`src/rtl/tri_sweep_pkg.sv`:
```
// rtl/tri_sweep_pkg.sv - shared state encoding and widths for the triangle sweep controller
// TRI_SWEEP_BIDIR_EN adds the DOWN state for up-then-down sweeps.
package tri_sweep_pkg;

  localparam int FREQ_W_DEF  = 32;
  localparam int DWELL_W_DEF = 16;

  // Field widths of the 16-channel triangle bank (triangle_16chl)
  localparam int PCW_W = 10;
  localparam int AMP_W = 16;
  localparam int DC_W  = 16;

  typedef enum logic [2:0] {
    ST_IDLE,
    ST_LOAD,
    ST_DWELL,
    ST_STEP,
    ST_DONE
`ifdef TRI_SWEEP_BIDIR_EN
    , ST_DOWN
`endif
  } sweep_state_e;

endpackage

```
`src/rtl/tri_dwell_timer.sv`:
```
// rtl/tri_dwell_timer.sv - loadable down-counter giving a terminal-count pulse per sweep point
module tri_dwell_timer #(
  parameter int W = 16
) (
  input  logic         clk,
  input  logic         rst_n,
  input  logic         load,
  input  logic [W-1:0] load_val,
  input  logic         en,
  output logic         tc
);

  logic [W-1:0] cnt_q, cnt_d;

  always_comb begin
    cnt_d = cnt_q;
    if (load) begin
      cnt_d = load_val;
    end else if (en && (cnt_q != '0)) begin
      cnt_d = cnt_q - W'(1);
    end
  end

  // tc is only seen while enabled, so the owner leaves its wait state on it
  assign tc = en && (cnt_q <= W'(1));

  always_ff @(posedge clk or negedge rst_n) begin
    if (!rst_n) begin
      cnt_q <= '0;
    end else begin
      cnt_q <= cnt_d;
    end
  end

endmodule

```
`src/rtl/tri_sweep_ctrl.sv`:
```
// rtl/tri_sweep_ctrl.sv - frequency sweep sequencer driving the 16-channel triangle bank
// Optional TRI_SWEEP_BIDIR_EN: after reaching stop, sweep back down to start.
module tri_sweep_ctrl
  import tri_sweep_pkg::*;
#(
  parameter int FREQ_W  = FREQ_W_DEF,
  parameter int DWELL_W = DWELL_W_DEF
) (
  input  logic               clk,
  input  logic               rst_n,
  input  logic               cfg_valid,
  output logic               cfg_ready,
  input  logic [FREQ_W-1:0]  cfg_start_freq,
  input  logic [FREQ_W-1:0]  cfg_stop_freq,
  input  logic [FREQ_W-1:0]  cfg_step,
  input  logic [DWELL_W-1:0] cfg_dwell,
  input  logic [PCW_W-1:0]   cfg_pcw,
  input  logic [AMP_W-1:0]   cfg_amp,
  input  logic [DC_W-1:0]    cfg_dc,
  input  logic               start,
  input  logic               abort,
  output logic [FREQ_W-1:0]  DDS_FREQ_VIO,
  output logic [PCW_W-1:0]   DDS_PCW_VIO,
  output logic [AMP_W-1:0]   DDS_AMP_VIO,
  output logic [DC_W-1:0]    DDS_DC_OFFSET_VIO,
  output logic               busy,
  output logic               step_strobe,
  output logic               sweep_done
);

  sweep_state_e state_q, state_d;

  logic [FREQ_W-1:0]  freq_q, freq_d;
  logic [PCW_W-1:0]   pcw_q, pcw_d;
  logic [AMP_W-1:0]   amp_q, amp_d;
  logic [DC_W-1:0]    dc_q, dc_d;
  logic               busy_q, busy_d;
  logic               strobe_q, strobe_d;
  logic               done_q, done_d;

  logic [FREQ_W-1:0]  sh_start_q, sh_start_d;
  logic [FREQ_W-1:0]  sh_stop_q, sh_stop_d;
  logic [FREQ_W-1:0]  sh_step_q, sh_step_d;
  logic [DWELL_W-1:0] sh_dwell_q, sh_dwell_d;
  logic [PCW_W-1:0]   sh_pcw_q, sh_pcw_d;
  logic [AMP_W-1:0]   sh_amp_q, sh_amp_d;
  logic [DC_W-1:0]    sh_dc_q, sh_dc_d;

  logic [FREQ_W:0]    sum_w;
  logic [DWELL_W-1:0] dwell_ld;
  logic               tmr_load, tmr_tc;

`ifdef TRI_SWEEP_BIDIR_EN
  logic [FREQ_W:0]    diff_w;
  logic               down_q, down_d;
  logic               go_down;
`endif

  // The LOAD/STEP cycle is the first cycle of each point, so the timer
  // covers the remaining dwell-1 cycles; dwell 0 and 1 give the minimum point.
  assign dwell_ld = (sh_dwell_q > DWELL_W'(1)) ? (sh_dwell_q - DWELL_W'(1)) : DWELL_W'(1);

  tri_dwell_timer #(.W(DWELL_W)) u_dwell (
    .clk      (clk),
    .rst_n    (rst_n),
    .load     (tmr_load),
    .load_val (dwell_ld),
    .en       (state_q == ST_DWELL),
    .tc       (tmr_tc)
  );

  always_comb begin
    state_d    = state_q;
    freq_d     = freq_q;
    pcw_d      = pcw_q;
    amp_d      = amp_q;
    dc_d       = dc_q;
    strobe_d   = 1'b0;
    sh_start_d = sh_start_q;
    sh_stop_d  = sh_stop_q;
    sh_step_d  = sh_step_q;
    sh_dwell_d = sh_dwell_q;
    sh_pcw_d   = sh_pcw_q;
    sh_amp_d   = sh_amp_q;
    sh_dc_d    = sh_dc_q;
    tmr_load   = 1'b0;
    sum_w      = {1'b0, freq_q} + {1'b0, sh_step_q};
`ifdef TRI_SWEEP_BIDIR_EN
    down_d     = down_q;
    go_down    = 1'b0;
    diff_w     = {1'b0, freq_q} - {1'b0, sh_step_q};
`endif

    case (state_q)
      ST_IDLE: begin
        if (cfg_valid) begin
          sh_start_d = cfg_start_freq;
          sh_stop_d  = cfg_stop_freq;
          sh_step_d  = cfg_step;
          sh_dwell_d = cfg_dwell;
          sh_pcw_d   = cfg_pcw;
          sh_amp_d   = cfg_amp;
          sh_dc_d    = cfg_dc;
        end
        if (start) begin
          state_d = ST_LOAD;
        end
      end
      ST_LOAD: begin
        freq_d   = sh_start_q;
        pcw_d    = sh_pcw_q;
        amp_d    = sh_amp_q;
        dc_d     = sh_dc_q;
        strobe_d = 1'b1;
        tmr_load = 1'b1;
        state_d  = ST_DWELL;
`ifdef TRI_SWEEP_BIDIR_EN
        down_d   = 1'b0;
`endif
      end
      ST_DWELL: begin
        if (tmr_tc) begin
`ifdef TRI_SWEEP_BIDIR_EN
          state_d = down_q ? ST_DOWN : ST_STEP;
`else
          state_d = ST_STEP;
`endif
        end
      end
      ST_STEP: begin
        // Stop point already held for a dwell (or nothing to sweep): finish
        if ((freq_q < sh_stop_q) && (sh_step_q != '0)) begin
          freq_d   = (sum_w >= {1'b0, sh_stop_q}) ? sh_stop_q : sum_w[FREQ_W-1:0];
          strobe_d = 1'b1;
          tmr_load = 1'b1;
          state_d  = ST_DWELL;
        end else begin
`ifdef TRI_SWEEP_BIDIR_EN
          go_down = 1'b1;
`else
          state_d = ST_DONE;
`endif
        end
      end
`ifdef TRI_SWEEP_BIDIR_EN
      ST_DOWN: begin
        go_down = 1'b1;
      end
`endif
      ST_DONE: begin
        state_d = ST_IDLE;
      end
      default: begin
        state_d = ST_IDLE;
      end
    endcase

`ifdef TRI_SWEEP_BIDIR_EN
    if (go_down) begin
      if ((freq_q <= sh_start_q) || (sh_step_q == '0)) begin
        state_d = ST_DONE;
      end else begin
        freq_d   = (diff_w[FREQ_W] || (diff_w[FREQ_W-1:0] < sh_start_q)) ?
                   sh_start_q : diff_w[FREQ_W-1:0];
        down_d   = 1'b1;
        strobe_d = 1'b1;
        tmr_load = 1'b1;
        state_d  = ST_DWELL;
      end
    end
`endif

    if (abort && (state_q != ST_IDLE)) begin
      state_d  = ST_IDLE;
      freq_d   = freq_q;
      pcw_d    = pcw_q;
      amp_d    = amp_q;
      dc_d     = dc_q;
      strobe_d = 1'b0;
      tmr_load = 1'b0;
    end

    busy_d = (state_d != ST_IDLE);
    done_d = (state_d == ST_DONE);
  end

  always_ff @(posedge clk or negedge rst_n) begin
    if (!rst_n) begin
      state_q    <= ST_IDLE;
      freq_q     <= '0;
      pcw_q      <= '0;
      amp_q      <= '0;
      dc_q       <= '0;
      busy_q     <= 1'b0;
      strobe_q   <= 1'b0;
      done_q     <= 1'b0;
      sh_start_q <= '0;
      sh_stop_q  <= '0;
      sh_step_q  <= '0;
      sh_dwell_q <= '0;
      sh_pcw_q   <= '0;
      sh_amp_q   <= '0;
      sh_dc_q    <= '0;
`ifdef TRI_SWEEP_BIDIR_EN
      down_q     <= 1'b0;
`endif
    end else begin
      state_q    <= state_d;
      freq_q     <= freq_d;
      pcw_q      <= pcw_d;
      amp_q      <= amp_d;
      dc_q       <= dc_d;
      busy_q     <= busy_d;
      strobe_q   <= strobe_d;
      done_q     <= done_d;
      sh_start_q <= sh_start_d;
      sh_stop_q  <= sh_stop_d;
      sh_step_q  <= sh_step_d;
      sh_dwell_q <= sh_dwell_d;
      sh_pcw_q   <= sh_pcw_d;
      sh_amp_q   <= sh_amp_d;
      sh_dc_q    <= sh_dc_d;
`ifdef TRI_SWEEP_BIDIR_EN
      down_q     <= down_d;
`endif
    end
  end

  assign cfg_ready         = (state_q == ST_IDLE);
  assign DDS_FREQ_VIO      = freq_q;
  assign DDS_PCW_VIO       = pcw_q;
  assign DDS_AMP_VIO       = amp_q;
  assign DDS_DC_OFFSET_VIO = dc_q;
  assign busy              = busy_q;
  assign step_strobe       = strobe_q;
  assign sweep_done        = done_q;

endmodule

```
`config.mk`:
```
export PLATFORM = sky130hd
export DESIGN_NAME = tri_sweep_ctrl
export DESIGN_NICKNAME = d
export VERILOG_FILES = /design/src/rtl/tri_sweep_pkg.sv /design/src/rtl/tri_dwell_timer.sv /design/src/rtl/tri_sweep_ctrl.sv
export SDC_FILE = /design/constraint.sdc
export NUM_CORES = 1
export LEC_CHECK = 0
export ABC_AREA = 1
export CAP_MARGIN = 40
export CORE_MARGIN = 1
export CORE_UTILIZATION = 42
export CTS_BUF_LIST = sky130_fd_sc_hd__clkbuf_8
export DETAILED_ROUTE_END_ITERATION = 10
export PLACE_DENSITY = 0.69
export SYNTH_ARGS = -nofsm -noshare
export SYNTH_HDL_FRONTEND = slang
export SYNTH_SLANG_ARGS = --single-unit
```
`constraint.sdc`:
```
create_clock -name clk -period 5 [get_ports clk]
set_clock_uncertainty 0.2 [all_clocks]
set_input_delay 0.75 -clock clk [delete_from_list [all_inputs] [get_ports clk]]
set_output_delay 0.75 -clock clk [all_outputs]
set_load 0.005 [all_outputs]
```
Word-level counts from Yosys, hierarchy flattened
Cells that the tools add are included.
{ "word_totals": {"mem_bits_rw": 0, "ff_bits": 250, "rom_bits": 0, "latchBits": 0, "mem_count": 0, "in_bits": 159, "elab_cells": 57, "out_inout_bits": 78} }
{ "classes": {"n_mul": 0, "bitwise": 1, "n_lt_le_gt_ge": 4, "n_addsub": 3, "n_reduce_logical": 14, "muxes": 14, "n_shift": 0, "div_mod_pow": 0, "eq_ne": 5} }
{ "op_table": {"columns": ["cell", "n"], "rows": [
  ["two-way mux 32 bit", 2],
  ["case mux 32 bit (2 select lines)", 1],
  ["two-way mux 16 bit", 3],
  ["adder 32 x 32 -> 33 bit", 1],
  [">= comparator 33 x 32 -> 1 bit", 1],
  ["less-than comparator 32 bit", 1],
  ["nonzero test 32 bit", 1],
  ["subtractor 16 x 1 -> 16 bit (second input constant)", 2],
  ["> comparator 16 x 1 -> 1 bit (second input constant)", 1],
  ["less-or-equal comparator 16 x 1 -> 1 bit (second input constant)", 1],
  ["nonzero test 16 bit", 1],
  ["two-way mux 3 bit", 4],
  ["case mux 3 bit (4 select lines)", 1],
  ["equality test 3 x 2 -> 1 bit (second input constant)", 2],
  ["nonzero test 3 bit", 2],
  ["logical AND 1 bit", 4],
  ["AND reduction 2 bit", 2],
  ["nonzero test 2 bit", 2],
  ["equality test 3 x 1 -> 1 bit (second input constant)", 1],
  ["equality test 3 bit (second input constant)", 1],
  ["logical NOT 3 bit", 1],
  ["AND reduction 3 bit", 1],
  ["two-way mux 1 bit", 2],
  ["!= test 2 bit (second input constant)", 1],
  ["2 further kinds", 2]
]} }

Longest topological paths before layout
{ "depth": {"word_depth": 6, "mapped_depth": 33, "ltp_nobuf": 32} }

By module
A second synthesis with hierarchy kept.
{ "hier_totals": {"cells_unflattened": 1839, "hier_area_um2": 15153.3} }
{ "modules_own_cells": {"columns": ["mod", "instances", "area_per_inst_um2", "seq_area_each_um2", "cells_each"], "rows": [
  ["tri_sweep_ctrl", 1, 13878.3, 5855.6, 1649],
  ["tri_dwell_timer", 1, 1275.0, 400.4, 190]
]} }

Worst setup path before layout
No wires, ideal clock.
{ "synth_path": {"path_type": "register -> register", "start": "register freq_q[0] (netlist: DDS_FREQ_VIO[0])", "end": "register freq_q[20] (netlist: DDS_FREQ_VIO[20])", "synth_period_minus_slack_ns": 3.724, "path_slack_ns": 1.276, "setup_time_ns": 0.077, "required_time_ns": 4.723, "path_stages_with_launch": 30, "n_path_buf": 1, "t_arrival_ns": 3.447, "path_cell_list": "dfrtp_1 > ha_1 > fa_1 > nand2_1 > inv_1 > nand2_1 > nand2_1 > a21oi_1 > inv_1 > a21oi_1 > xor2_1 > inv_1 > ha_1 > nand2_1 > nor2_1 > nand2_1 > nor2_1 > nor2_1 > nand2_1 > nand2_1 > nand2_1 > nand2_1 > nand2_1 > nand2_1 > nand2_1 > nand2_1 > buf_2 > nand3_1 > nand3_1 > a21oi_1"} }
{ "synth_via": {"elab_chain_cells": 5, "word_cells_on_any_way": 9, "cone_classes": "add/sub: 1; order compare: 2; eq/ne: 1; mux: 3; reduce/logical: 2"} }
{ "synth_lines": {"columns": ["item", "line", "text"], "rows": [
  ["from (decl)", "tri_sweep_ctrl.sv:33", "logic [FREQ_W-1:0] freq_q, freq_d;"],
  ["from (signal assigned)", "tri_sweep_ctrl.sv:209", "freq_q <= freq_d;"],
  ["adder 32 x 32 -> 33 bit", "tri_sweep_ctrl.sv:87", "sum_w = {1'b0, freq_q} + {1'b0, sh_step_q};"],
  [">= comparator 33 x 32 -> 1 bit", "tri_sweep_ctrl.sv:133", "freq_d = (sum_w >= {1'b0, sh_stop_q}) ? sh_stop_q : sum_w[FREQ_W-1:0];"],
  ["two-way mux 32 bit", "tri_sweep_ctrl.sv:133", null],
  ["two-way mux 32 bit", "tri_sweep_ctrl.sv:132", "if ((freq_q < sh_stop_q) && (sh_step_q != '0)) begin"],
  ["case mux 32 bit (2 select lines)", "tri_sweep_ctrl.sv:94", "case (state_q)"]
]} }
Several ways; a longest one is shown, not always the timed one. The select of a mux whose other input is x is not followed.
A chain may end at the register's enable or synchronous reset.

Worst setup path after layout
{ "layout_path": {"start": "register freq_q[0] (netlist: DDS_FREQ_VIO[0])", "end": "register freq_q[14] (netlist: DDS_FREQ_VIO[14])"} }
Same word-level chain as after synthesis.

==> run metrics <==
met3 Usage GRT=~6.5%; initial cell density of the core=42.83%; r2r endpoint=DDS_FREQ_VIO[14]; synth warn=0; final std cells w/o fill=around 2,600; Area contributors post-synth=dfrtp_1 (43%), ha_1 (8.6%), nor2_1 (8.2%); number of synthesized register bits=250; busiest grt layer=met2; Die X=187.4 um; Min Clock Period, post-route=4.565 ns; total negative slack=0 ns; critical path type=flop to flop; Post-synth top cells=nor2_1 (316), nand2_1 (288), inv_1 (270); GRT met1 Usage=between 30% and 40%; Synth area leader=dfrtp_1; HP Class=input port to asynchronous set/reset pin; grt ovf=0; CP Data Arrival Time=slightly below 5 ns; vias=between 10,000 and 15,000; syn nets=2,108; most common cell in the synthesized netlist=nor2_1; TritonCTS Sinks=250; Syn Area/Cell=roughly 7.8 um2; layout cells sized above 1=roughly 8%; Synth Flop Type=dfrtp_1; final hold viol count=8; Async SR Flop Fraction=100.0%; Largest stage delay, worst path=between 0.4 and 0.5 ns; root cell of the clock tree=clkbuf_8; post-cts gate resize count=0; overall power=between 0.015 and 0.02 W; cell family with the largest share of critical-path delay=simple AND/OR/NAND/NOR gates; initial antenna violation count=4; worst reg2reg setup slack=approximately 0.44 ns; Post-DRT Antenna Nets=0; RSZ-0062 raised after global routing=no; final net count=between 2,000 and 2,500; final hold slack=-0.004729 ns; max_cap viols=0; CTS Buf Count=46; row cnt=67; setup bufs post-CTS=0; CP bufs+invs=3; hold_buf cts=0; drt pass-1 iters=5; headroom to the max-slew limit=between 30% and 40%; Max VDD drop=roughly 0.00043 V; Final setup viols=0; Crit path required time=5.33 ns; status=finished, violations left; Tot GR Track Use=approximately a quarter; Area Growth Syn to Fin=28.09%; crit-path cells=ha_1 -> fa_1 -> nand2_1 -> inv_1 -> nand2_1 -> nand2_1 -> nand3_1 -> nand2_2 -> nand3_2 -> nand2_2 -> a21boi_0 -> xor2_1 -> inv_1 -> ha_1 -> nand2_1 -> nor4_2 -> nand3_1 -> o211ai_1 -> nor2_4 -> buf_4 -> nand3_1 -> nand3_1 -> a21oi_1; CP Launch Type=flop; TritonCTS clock tree=yes; Fill cells=approximately 3,200; vias in the first global route=approximately 13,000; port bufs=about 240; CTS clk-pin slew, worst paths=about 0.070 ns; Distinct cells, synth=46; largest net degree at the start of global routing=~110; worst reg2reg path depth=23; part of the cycle the worst path needs=between 90% and 100%; WL per Instance=16.54 um; vias per cell=about 5; Post-Synthesis Cells=around 1,800; RR Startpoint=DDS_FREQ_VIO[0]; Util after Layout=a little over half; Power Density=between 800 and 900 nW/um2; synthesized cell area=~14,000 um2; top cell type's share of synthesized area=about 43%; critical path peak fanout=20; first-pass GRT wire length=just under 70,000 um; DP HPWL=31,660 um; gpl congestion=0.9995; post-route DRC violation count=0; die area=roughly 35,000 um2; Leakage Power=around 9.0 nW; H-tree depth=2; placed cells=2,495; Critical-path top delay cell=dfrtp_1; worst slew pin tran=~0.9 ns; FMAX=219.1 MHz; met2 usage=roughly 38%; post-synthesis sequential area ratio=about 43%; Core Region=around 34,000 um2; # IOs=~240; Critical Path End Type=flop; Bufs on Longest Clock Path=3; die height=approximately 190 um; count of flip-flops with a built-in enable after synthesis=0; max-slew violations=0; DRT iter0 DRCs=approximately 860; final WL=42,700 um; worst skew pair latency=around 0.63 ns; failing checks=hold timing
-- state kept, by name, indices dropped and copies added, names as in the netlist --
register           count
DDS_AMP_VIO           16
DDS_DC_OFFSET_VIO     16
DDS_FREQ_VIO          32
DDS_PCW_VIO           10
busy                   1
sh_amp_q              16
sh_dc_q               16
sh_dwell_q            16
sh_pcw_q              10
sh_start_q            32
sh_step_q             32
sh_stop_q             32
state_q                3
step_strobe            1
sweep_done             1
u_dwell.cnt_q         16
-- power breakdown --
group / internal [W] / leakage [nW] / switching, W
clock network: 0.00142 / 0.607 / 0.000930
registers: 0.00300 / 2.84 / 0.000698
logic: 0.00355 / 5.57 / 0.00570
total: 0.00797 / 9.01 / 0.00732
-- layout make-up --
type | count | area, um2 | share of cell area (%)
flip-flops and latches | 250 | 6256 | 33.83
clock inverters | 20 | 237.7 | 1.286
inverters | 273 | 1025 | 5.542
diodes | 1 | 2.502 | 0.01353
repair buffers | 259 | 2615 | 14.14
well taps | 448 | 560.5 | 3.032
multi-input cells | 1265 | 6899 | 37.31
clock buffers | 65 | 894.6 | 4.838
-- worst register-to-register path: stages (launching register included) --
cell and delay, ns:
dfrtp_1 0.41, ha_1 0.24, fa_1 0.39, nand2_1 0.07
inv_1 0.05, nand2_1 0.05, nand2_1 0.10, nand3_1 0.10
nand2_2 0.09, nand3_2 0.08, nand2_2 0.08, a21boi_0 0.22
xor2_1 0.35, inv_1 0.09, ha_1 0.31, nand2_1 0.09
nor4_2 0.38, nand3_1 0.13, o211ai_1 0.27, nor2_4 0.14
buf_4 0.26, nand3_1 0.12, nand3_1 0.08, a21oi_1 0.17
-- layer usage --
metal  share of wire [%]  up-vias
met4                 3.4        6
li1                    -     6431
met5               0.096        -
met1                  44     6148
met3                 8.0      110
met2                  44      434
-- logic make-up (layout without fill, tap and decap cells) --
group	count (synthesis)	count (layout)	synth area share, %
buffers and inverters	334	617	9.040
muxes	42	42	3.276
AOI/OAI and AO/OA	326	326	11.88
and+or+nand+nor	762	762	21.62
DFF	250	250	43.34
xor gates and xnor gates	35	35	2.124
adders and majority gates	100	100	8.720
other	0	1	0
-- layout by cell type, fill, tap and decap left out, types with 8 or more instances in the layout --
master           netlist  routed
nor2_1               316     316
nand2_1              288     286
inv_1                270     276
dfrtp_1              250     250
clkdlybuf4s50_1        0     235
a21oi_1              211     210
nand3_1              103     103
ha_1                  99      99
o21ai_0               82      82
clkbuf_8               0      65
mux2_2                42      42
xor2_1                27      27
nor3_1                18      17
buf_4                  3      17
nor4_1                12      11
nand4_1               10      10
xnor2_1                8       8
-- how the worst max path moves through the flow --
stage | startpoint | cells past startpoint | end | slack, ns
final | DDS_FREQ_VIO[0] | 23 | DDS_FREQ_VIO[14] | 0.44
after global routing | DDS_FREQ_VIO[0] | 29 | DDS_FREQ_VIO[8] | 0.02
after CTS | DDS_FREQ_VIO[0] | 24 | DDS_FREQ_VIO[19] | 0.33
after detailed placement | DDS_FREQ_VIO[0] | 24 | DDS_FREQ_VIO[2] | 0.37
after global placement | DDS_FREQ_VIO[0] | 24 | DDS_FREQ_VIO[18] | 0.46
after floorplan | DDS_FREQ_VIO[0] | 29 | DDS_FREQ_VIO[20] | 1.28
-- per-stage QoR --
| stage | setup WS, ns | hold WS (ns) | cell area (um2) |
|---|---|---|---|
| 6_report | 0.4355 | -0.004729 | 18490 |
| 4_1_cts | 0.3321 | 0.002895 | 18480 |
| 3_3_place_gp | 0.4633 | 0.2646 | 17330 |
| 5_1_grt | 0.01591 | 0.04039 | 18490 |
| 2_1_floorplan | 1.276 | 0.2544 | 14440 |
| 3_5_place_dp | 0.3667 | 0.2752 | 17350 |
Note: power is estimated with default switching activity, not from simulation.
